[config.mk]
export PLATFORM = sky130hd
export DESIGN_NAME = addsub_serial
export DESIGN_NICKNAME = d
export VERILOG_FILES = /design/src/rtl/addsub_pkg.sv /design/src/rtl/adder_chunk.sv /design/src/rtl/addsub_serial.sv
export SDC_FILE = /design/constraint.sdc
export NUM_CORES = 1
export LEC_CHECK = 0
export ABC_AREA = 1
export CAP_MARGIN = 25
export CORE_MARGIN = 2
export CORE_UTILIZATION = 45
export DETAILED_ROUTE_END_ITERATION = 8
export GPL_TIMING_DRIVEN = 0
export PLACE_DENSITY = 0.71
export REMOVE_ABC_BUFFERS = 1
export SYNTH_ARGS = -nofsm -noshare
export SYNTH_HDL_FRONTEND = slang
export SYNTH_SLANG_ARGS = --single-unit
[constraint.sdc]
create_clock -name clk -period 3.51 [get_ports clk]
set_input_delay 0.702 -clock clk [delete_from_list [all_inputs] [get_ports clk]]
set_output_delay 0.702 -clock clk [all_outputs]
set_load 0.02 [all_outputs]
[src/rtl/addsub_pkg.sv]
// addsub_pkg
//   Shared definitions for the serial adder/subtractor:
//   - addsub_state_t : FSM state encoding (IDLE, BUSY, DONE)
//   - calc_steps     : number of chunk cycles for a WIDTH/CHUNK pair
//   - calc_step_w    : width of the step counter, never less than 1 bit
package addsub_pkg;

    typedef enum logic [1:0] {
        IDLE = 2'd0,
        BUSY = 2'd1,
        DONE = 2'd2
    } addsub_state_t;

    function automatic int calc_steps(input int width, input int chunk);
        return width / chunk;
    endfunction

    // A single-step configuration still needs a 1-bit counter so the
    // register declaration stays legal.
    function automatic int calc_step_w(input int steps);
        return (steps > 1) ? $clog2(steps) : 1;
    endfunction

endpackage

[src/rtl/adder_chunk.sv]
// adder_chunk
//   Combinational CHUNK-bit full adder used once per BUSY cycle.
//   Ports:
//     a, b       : CHUNK-bit addends
//     carry_in   : carry into bit 0
//     sum        : CHUNK-bit result
//     carry_out  : carry out of the top bit
module adder_chunk
    import addsub_pkg::*;
#(
    parameter int CHUNK = 4
) (
    input  logic [CHUNK-1:0] a,
    input  logic [CHUNK-1:0] b,
    input  logic             carry_in,
    output logic [CHUNK-1:0] sum,
    output logic             carry_out
);

    always_comb begin
        {carry_out, sum} = {1'b0, a} + {1'b0, b} + {{CHUNK{1'b0}}, carry_in};
    end

`ifdef FORMAL
    always_comb begin
        assert ({carry_out, sum} == ({1'b0, a} + {1'b0, b} + (CHUNK + 1)'(carry_in)));
    end
`endif

endmodule

[src/rtl/addsub_serial.sv]
// addsub_serial
//   Multi-cycle WIDTH-bit adder/subtractor that handles CHUNK bits per clock
//   through a registered ripple carry. Subtraction is done as
//   A + ~B + ~borrow_in, so the same chunk adder serves both operations.
//   Ports:
//     clk, reset_n        : rising-edge clock, asynchronous active-low reset
//     in_valid, in_ready  : operand handshake (ready only while idle)
//     a, b                : operands
//     subtract, carry_in  : operation select and carry/borrow in
//     out_valid, out_ready: result handshake (result held until taken)
//     sum                 : WIDTH-bit result
//     carry_out           : carry-out (add) / borrow-out (subtract)
//     overflow            : two's-complement signed overflow
//     zero                : sum is all zeros
module addsub_serial
    import addsub_pkg::*;
#(
    parameter int WIDTH = 32,
    parameter int CHUNK = 4
) (
    input  logic             clk,
    input  logic             reset_n,
    input  logic             in_valid,
    output logic             in_ready,
    input  logic [WIDTH-1:0] a,
    input  logic [WIDTH-1:0] b,
    input  logic             subtract,
    input  logic             carry_in,
    output logic             out_valid,
    input  logic             out_ready,
    output logic [WIDTH-1:0] sum,
    output logic             carry_out,
    output logic             overflow,
    output logic             zero
);

    localparam int STEPS  = calc_steps(WIDTH, CHUNK);
    localparam int STEP_W = calc_step_w(STEPS);
    localparam logic [STEP_W-1:0] LAST_STEP  = STEP_W'(STEPS - 1);
    localparam logic [WIDTH-1:0]  CHUNK_MASK = WIDTH'({CHUNK{1'b1}});

    addsub_state_t     state_q, state_d;
    logic [STEP_W-1:0] step_q, step_d;
    logic [WIDTH-1:0]  a_q, a_d;
    logic [WIDTH-1:0]  b_q, b_d;
    logic              carry_q, carry_d;
    logic              op_sub_q, op_sub_d;
    logic [WIDTH-1:0]  sum_q, sum_d;
    logic              carry_out_q, carry_out_d;
    logic              overflow_q, overflow_d;
    logic              zero_q, zero_d;

    logic [31:0]       chunk_base;
    logic [CHUNK-1:0]  a_chunk;
    logic [CHUNK-1:0]  b_chunk;
    logic [CHUNK-1:0]  chunk_sum;
    logic              chunk_carry;

    // Select the current chunk with shifts so the bit position can be any
    // multiple of CHUNK without a variable part-select.
    always_comb begin
        chunk_base = 32'(step_q) * 32'(CHUNK);
        a_chunk    = CHUNK'(a_q >> chunk_base);
        b_chunk    = CHUNK'(b_q >> chunk_base);
    end

    adder_chunk #(
        .CHUNK(CHUNK)
    ) u_chunk (
        .a        (a_chunk),
        .b        (b_chunk),
        .carry_in (carry_q),
        .sum      (chunk_sum),
        .carry_out(chunk_carry)
    );

    always_comb begin
        state_d     = state_q;
        step_d      = step_q;
        a_d         = a_q;
        b_d         = b_q;
        carry_d     = carry_q;
        op_sub_d    = op_sub_q;
        sum_d       = sum_q;
        carry_out_d = carry_out_q;
        overflow_d  = overflow_q;
        zero_d      = zero_q;

        case (state_q)
            IDLE: begin
                if (in_valid) begin
                    // B and the carry are pre-inverted so BUSY only ever adds.
                    a_d      = a;
                    b_d      = subtract ? ~b : b;
                    carry_d  = subtract ? ~carry_in : carry_in;
                    op_sub_d = subtract;
                    step_d   = '0;
                    state_d  = BUSY;
                end
            end
            BUSY: begin
                sum_d   = (sum_q & ~(CHUNK_MASK << chunk_base))
                        | (WIDTH'(chunk_sum) << chunk_base);
                carry_d = chunk_carry;
                if (step_q == LAST_STEP) begin
                    // Flags are taken from the fully assembled sum_d so they
                    // are valid in the same edge that enters DONE.
                    carry_out_d = op_sub_q ? ~chunk_carry : chunk_carry;
                    overflow_d  = (a_q[WIDTH-1] == b_q[WIDTH-1])
                               && (sum_d[WIDTH-1] != a_q[WIDTH-1]);
                    zero_d      = (sum_d == '0);
                    step_d      = '0;
                    state_d     = DONE;
                end else begin
                    step_d = step_q + STEP_W'(1);
                end
            end
            DONE: begin
                if (out_ready) begin
                    state_d = IDLE;
                end
            end
            default: begin
                state_d = IDLE;
            end
        endcase
    end

    always_ff @(posedge clk or negedge reset_n) begin
        if (!reset_n) begin
            state_q     <= IDLE;
            step_q      <= '0;
            a_q         <= '0;
            b_q         <= '0;
            carry_q     <= 1'b0;
            op_sub_q    <= 1'b0;
            sum_q       <= '0;
            carry_out_q <= 1'b0;
            overflow_q  <= 1'b0;
            zero_q      <= 1'b0;
        end else begin
            state_q     <= state_d;
            step_q      <= step_d;
            a_q         <= a_d;
            b_q         <= b_d;
            carry_q     <= carry_d;
            op_sub_q    <= op_sub_d;
            sum_q       <= sum_d;
            carry_out_q <= carry_out_d;
            overflow_q  <= overflow_d;
            zero_q      <= zero_d;
        end
    end

    assign in_ready  = (state_q == IDLE);
    assign out_valid = (state_q == DONE);
    assign sum       = sum_q;
    assign carry_out = carry_out_q;
    assign overflow  = overflow_q;
    assign zero      = zero_q;

`ifdef FORMAL
    // Full-width reference captured at accept, compared when DONE is entered.
    logic [WIDTH:0] ref_q;
    logic           out_valid_prev_q;

    always_ff @(posedge clk or negedge reset_n) begin
        if (!reset_n) begin
            ref_q            <= '0;
            out_valid_prev_q <= 1'b0;
        end else begin
            out_valid_prev_q <= out_valid;
            if (in_valid && in_ready) begin
                ref_q <= {1'b0, a} + {1'b0, (subtract ? ~b : b)}
                       + (WIDTH + 1)'(subtract ? ~carry_in : carry_in);
            end
        end
    end

    always_comb begin
        if (out_valid && !out_valid_prev_q) begin
            assert ({carry_out_q ^ op_sub_q, sum_q} == ref_q);
        end
    end
`endif

endmodule

* Yosys cells after proc, flatten, opt, wreduce, memory -nomap -nowiden
Cells that the tools add are included.
Storage, ports and cells: bits in latches 0, bits of input ports 70, word-level logic and storage cells 51, ROM bits 0, output and inout port bits 37, memories 0, memory bits (writable) 0, register bits 106
Cells by class: eq/ne operators 8, add/sub/neg operators 3, magnitude comparators 0, multiply operators 0, mux-type cells 12, reductions and logical operators 8, shift operators 4, bitwise operators 6, div/mod/pow operators 0
Operators by type and width (number):
- inverter 32 bit | 2
- right shift 32 x 5 -> 4 bit | 2
- AND 32 bit | 1
- zero test 32 bit | 1
- two-way mux 32 bit | 1
- bitwise OR 32 bit | 1
- left shift 4 x 5 -> 32 bit | 1
- left shift 4 x 5 -> 32 bit, first input constant | 1
- two-way mux 2 bit | 3
- two-way mux 3 bit | 2
- case mux 2 bit (3 select lines) | 1
- case mux 3 bit (2 select lines) | 1
- AND reduction 2 bit | 3
- adder 4 x 4 -> 5 bit | 1
- adder 5 x 1 -> 5 bit | 1
- inequality test 2 bit, second input constant | 2
- adder 3 x 1 -> 3 bit, second input constant | 1
- equality test 3 bit, second input constant | 1
- two-way mux 1 bit | 3
- AND reduction 3 bit | 1
- equality test 2 x 1 -> 1 bit, second input constant | 1
- equality test 2 bit, second input constant | 1
- zero test 2 bit | 1
- inequality test 2 x 1 -> 1 bit, second input constant | 1
- 6 further kinds | 7

* Logic depth before layout (Yosys ltp)
depth after elaboration 7, depth in mapped cells 22, gate-level depth less buffers 20

* Cells and area by module
From an unflattened synthesis, not the netlist that was laid out.
Unflattened totals: cells, all modules 748, area, all modules 5700.5 um^2
Modules (own cells, without submodules):
- addsub_serial | area an instance 5535.3 um^2, cells each 723, times used 1, seq. area each 2652.5 um^2
- adder_chunk | area an instance 165.2 um^2, cells each 25, times used 1, seq. area each 0.0 um^2

* Least setup slack after synthesis
Ideal clock, no wire load.
path type register to register, start reg step_q[0], end reg zero_q (netlist: zero), cell stages (with the launch flop) 22, slack 0.530 ns, data arrival time 2.863 ns, required time 3.393 ns, library setup time 0.117 ns, period minus slack after synthesis 2.980 ns, buffers on the path 3, cell sequence dfrtp_1 -> inv_2 -> buf_2 -> buf_2 -> buf_2 -> o21ai_0 -> a31oi_1 -> fa_1 -> inv_1 -> fa_1 -> nor2_1 -> nand3_1 -> nand2_1 -> inv_1 -> nand2_1 -> nor2_1 -> nand2_1 -> nor2_1 -> nand3_1 -> nor2_1 -> nand2_1 -> nand2_1
On the way: cells in the longest elaborated chain, start to end 6, elaborated cells between the ends (all ways) 12, classes of those cells add/sub: 2; eq/ne: 1; shift: 4; bitwise: 3; reduce/logical: 2
RTL lines:
- from (decl) | RTL line addsub_serial.sv:43 | logic [STEP_W-1:0] step_q, step_d;
- from (signal assigned) | RTL line addsub_serial.sv:143 | step_q <= step_d;
- right shift 32 x 5 -> 4 bit, on equally long branches | RTL line addsub_serial.sv:63, addsub_serial.sv:64
- adder 4 x 4 -> 5 bit | RTL line adder_chunk.sv:21 | {carry_out, sum} = {1'b0, a} + {1'b0, b} + {{CHUNK{1'b0}}, carry_in};
- adder 5 x 1 -> 5 bit | RTL line adder_chunk.sv:21
- left shift 4 x 5 -> 32 bit | RTL line addsub_serial.sv:103 | | (WIDTH'(chunk_sum) << chunk_base);
- bitwise OR 32 bit | RTL line addsub_serial.sv:103
- zero test 32 bit | RTL line addsub_serial.sv:111 | zero_d = (sum_d == '0);
- to (signal assigned) | RTL line addsub_serial.sv:151 | zero_q <= zero_d;
- to (decl) | RTL line addsub_serial.sv:51 | logic zero_q, zero_d;
Parallel ways exist; a longest one is shown, timed or not. A chain may end at the register's enable or synchronous reset.

* Worst setup path in the final report
Same ends and word-level chain as after synthesis.

==> results.json <==
{
  "synth_area_leaders": "dfrtp_1 (47%), nand2_1 (14%), o21ai_0 (8.5%), nor2_1 (7.5%), xnor2_1 (5.1%)",
  "root_buffer": "clkbuf_16",
  "ys_seq_area_share_pct": 47.2,
  "power_frac_seq_pct": 29.2,
  "die_x_um": 116,
  "holdBufCountCts": 0,
  "clock-sinks": 106,
  "antenna_found_initial": 0,
  "dr.pass1.iters": 6,
  "routed_via_density": 5.15,
  "grt_max_degree": 99,
  "yosysWarnings": 0,
  "synth_cell_type_count": 30,
  "gp_congestion": 0.840,
  "whs_ns": 0.392,
  "hp-class": "input port to async pin",
  "p_leak_nw": 3.32,
  "n_fill_cell": 1117,
  "clock_latency_ns": 0.35,
  "drtAntennaViolNets": 0,
  "slowest_stage": "dfrtp_4",
  "fin_nets": 902,
  "yosysTopAreaCell": "dfrtp_1",
  "final_hold_viol_count": 0,
  "final_cells": 994,
  "drc": 0,
  "vdd_drop_max_uv": 450,
  "areaGrowthSynthToFinish_pct": 29.9,
  "cts-buffers-inserted": 9,
  "tightestPinTransition_ns": 0.902,
  "ys_async_sr_fraction_pct": 100,
  "ff_latch_area_mm2": 0.00266,
  "p_comb_share_pct": 57.3,
  "powerDensity_mw_per_mm2": 1040,
  "synth.avg_cell_area_um2": 7.67,
  "drive_above_1_share_pct": 6.42,
  "power.total_mw": 7.58,
  "grt_pass1_vias": 4917,
  "crit_path_cell_trace": "buf_6, o21ai_0, o22ai_1, nor2_1, a31oi_2, fa_2, inv_2, fa_1, inv_2, nand3_2, nor2_1, nor2_1, nand2_1, nor2_1, nand2_1, nor2_1, nand3_1, nor2_1, nand2_1, nand2_1",
  "cap_violations": 0,
  "synth_ff_type": "dfrtp_1",
  "wl_per_cell_um": 14.5,
  "io_buffers": 106,
  "synth_edf_count": 0,
  "min_period_ns": 3.36,
  "relSlewSlack_pct": 39.8,
  "crit_fanout": 7,
  "cts_tree": "yes",
  "fp.dieH_um": 116,
  "clk_pin_slew_ns": 0.07,
  "start_util_pct": 46.4,
  "setup_viol": 0,
  "slew_violations": 0,
  "synth_common_cells": "nand2_1 (212), nor2_1 (112), dfrtp_1 (106)",
  "skew_ns": 0.00644,
  "sw_frac_of_total_pct": 47.2,
  "pwr-share-clk_pct": 13.5,
  "max-clock-path-buffers": 2,
  "crit_type": "flop to flop",
  "internal-power_mw": 4.00,
  "ff2ff_path_depth": 20,
  "antenna_cells": 0,
  "core_mm2": 0.0121,
  "routed_wl_um": 14400,
  "grt_pass1_wl_um": 23600,
  "min_period_over_period_pct": 95.6,
  "hpwl_um": 9370,
  "track_usage_pct": 22.3,
  "cp.arrival_ns": 3.65,
  "switchingPower_mw": 3.58,
  "cp_data_required_time_ns": 3.80,
  "die-area_mm2": 0.0134,
  "status": "finished clean",
  "yosysMostFrequentCell": "nand2_1",
  "r2r-start": "step_q[0]",
  "multi_input_area_mm2": 0.00263,
  "critPathLaunchType": "flop",
  "final_util_pct": 60.3,
  "r2r_slack_ns": 0.15,
  "rows": 40,
  "via_count": 5123,
  "top_level_ports": 107,
  "dp_cells": 967,
  "yosysTopAreaCellShare_pct": 47.2,
  "worst_path_most_repeated_cell": "nor2_1",
  "fmax_ghz": 0.298,
  "syn-cell-area_mm2": 0.00562,
  "cp_slowest_stage_delay_ns": 0.58,
  "synth_seq_cells": 106,
  "end_kind": "flop",
  "grt-ovfl-total": 0,
  "synthCells": 733,
  "h-tree-depth": 3,
  "drt_iter0_drc": 418,
  "worstReg2RegEnd": "zero"
}
## cell usage in the layout, fill, tap and decap left out, drive strengths merged
| cell | n |
|---|---|
| or2 | 1 |
| nand3 | 18 |
| ha | 9 |
| clkinv | 6 |
| fa | 2 |
| clkdlybuf4s50 | 104 |
| a22o | 1 |
| o21ai | 100 |
| and2 | 2 |
| clkbuf | 11 |
| o31ai | 1 |
| o22ai | 11 |
| bufinv | 1 |
| clkinvlp | 2 |
| o211ai | 1 |
| buf | 13 |
| nand4 | 15 |
| nor2 | 112 |
| a21oi | 3 |
| xnor2 | 33 |
| inv | 43 |
| a31oi | 14 |
| nor3 | 1 |
| dfrtp | 106 |
| o221ai | 1 |
| xor2 | 1 |
| nand2 | 214 |
## flip-flops by register name, indices dropped and copies added (netlist names)
register and count:
state_q 2, zero 1, b_q 32, op_sub_q 1
a_q 32, overflow 1, step_q 3, carry_q 1
sum 32, carry_out 1
## power by group through the flow
| stage | Clock [mW] | Sequential [mW] | Combinational [mW] |
|---|---|---|---|
| 6_report | 1.03 | 2.21 | 4.34 |
| 3_5_place_dp | 0 | 2.29 | 3.85 |
| 5_1_grt | 1.09 | 2.29 | 4.87 |
| 2_1_floorplan | 0 | 2.35 | 2.36 |
| 4_1_cts | 1.03 | 2.21 | 4.05 |
| 3_3_place_gp | 0 | 2.30 | 3.64 |
## cell families (layout without fill, tap and decap cells)
family | after synthesis | count (layout) | share of synthesized area, %
AO/OA/AOI/OAI | 132 | 132 | 12.5
XOR/XNOR | 34 | 34 | 5.29
adder cells (fa/ha/maj) | 11 | 11 | 2.71
buffers and inverters | 87 | 180 | 6.76
flip-flops | 106 | 106 | 47.2
AND/OR/NAND/NOR | 363 | 363 | 25.5
## area by class of cell
class / instances / area share (%)
clock inverter: 6 / 0.925
multi-input combinational: 540 / 36.0
timing repair buffer: 118 / 17.3
tap: 168 / 2.88
inverter: 44 / 3.05
timing repair inverter: 2 / 0.308
sequential: 106 / 36.4
clock buffer: 10 / 3.13
## metrics by stage
stage / setup slack (ns) / cell area, um^2 / setup TNS [ns]
global placement: -2.28 / 6680 / -308.37
finish: 0.153 / 7300 / 0
floorplan: -0.198 / 5410 / -0.198
detailed placement: -0.805 / 6760 / -7.06
global route: -0.0378 / 7300 / -0.0378
CTS: 0.0746 / 7140 / 0
## worst max-delay path: cells and delay by family (launching register included)
family | cells | cell delay, ns
AND/OR/NAND/NOR | 12 | 1.10
adder cells (fa/ha/maj) | 2 | 0.85
flip-flops | 1 | 0.58
AO/OA/AOI/OAI | 3 | 0.48
buffers and inverters | 3 | 0.31
## routing by layer
layer | GRT usage (%) | wire length, um | up-vias
met1 | 30.6 | 6420 | 2385
met2 | 35.7 | 6870 | 185
met5 | 0 | 0 | -
li1 | - | - | 2526
met4 | 8.57 | 282 | 0
met3 | 3.66 | 814 | 27
## how the worst max path moves through the flow
| stage | slack, ns | start | endpoint | cells after the start |
|---|---|---|---|---|
| after floorplan | -0.20 | step_q[0] | zero | 20 |
| after CTS | 0.07 | step_q[0] | zero | 20 |
| after global placement | -2.28 | reset_n | b_q[24] | 1 |
| after detailed placement | -0.80 | step_q[0] | zero | 20 |
| final | 0.15 | step_q[0] | zero | 20 |
| after global routing | -0.04 | step_q[0] | zero | 20 |
## what timing repair did
item | CTS | global route
setup endpoints to repair | 28 | 1
gates cloned | 0 | 3
resized for setup | 13 | 17
buffers inserted | 3 | 5
pin swaps | 0 | 11
Note: power is estimated with default switching activity, not from simulation.
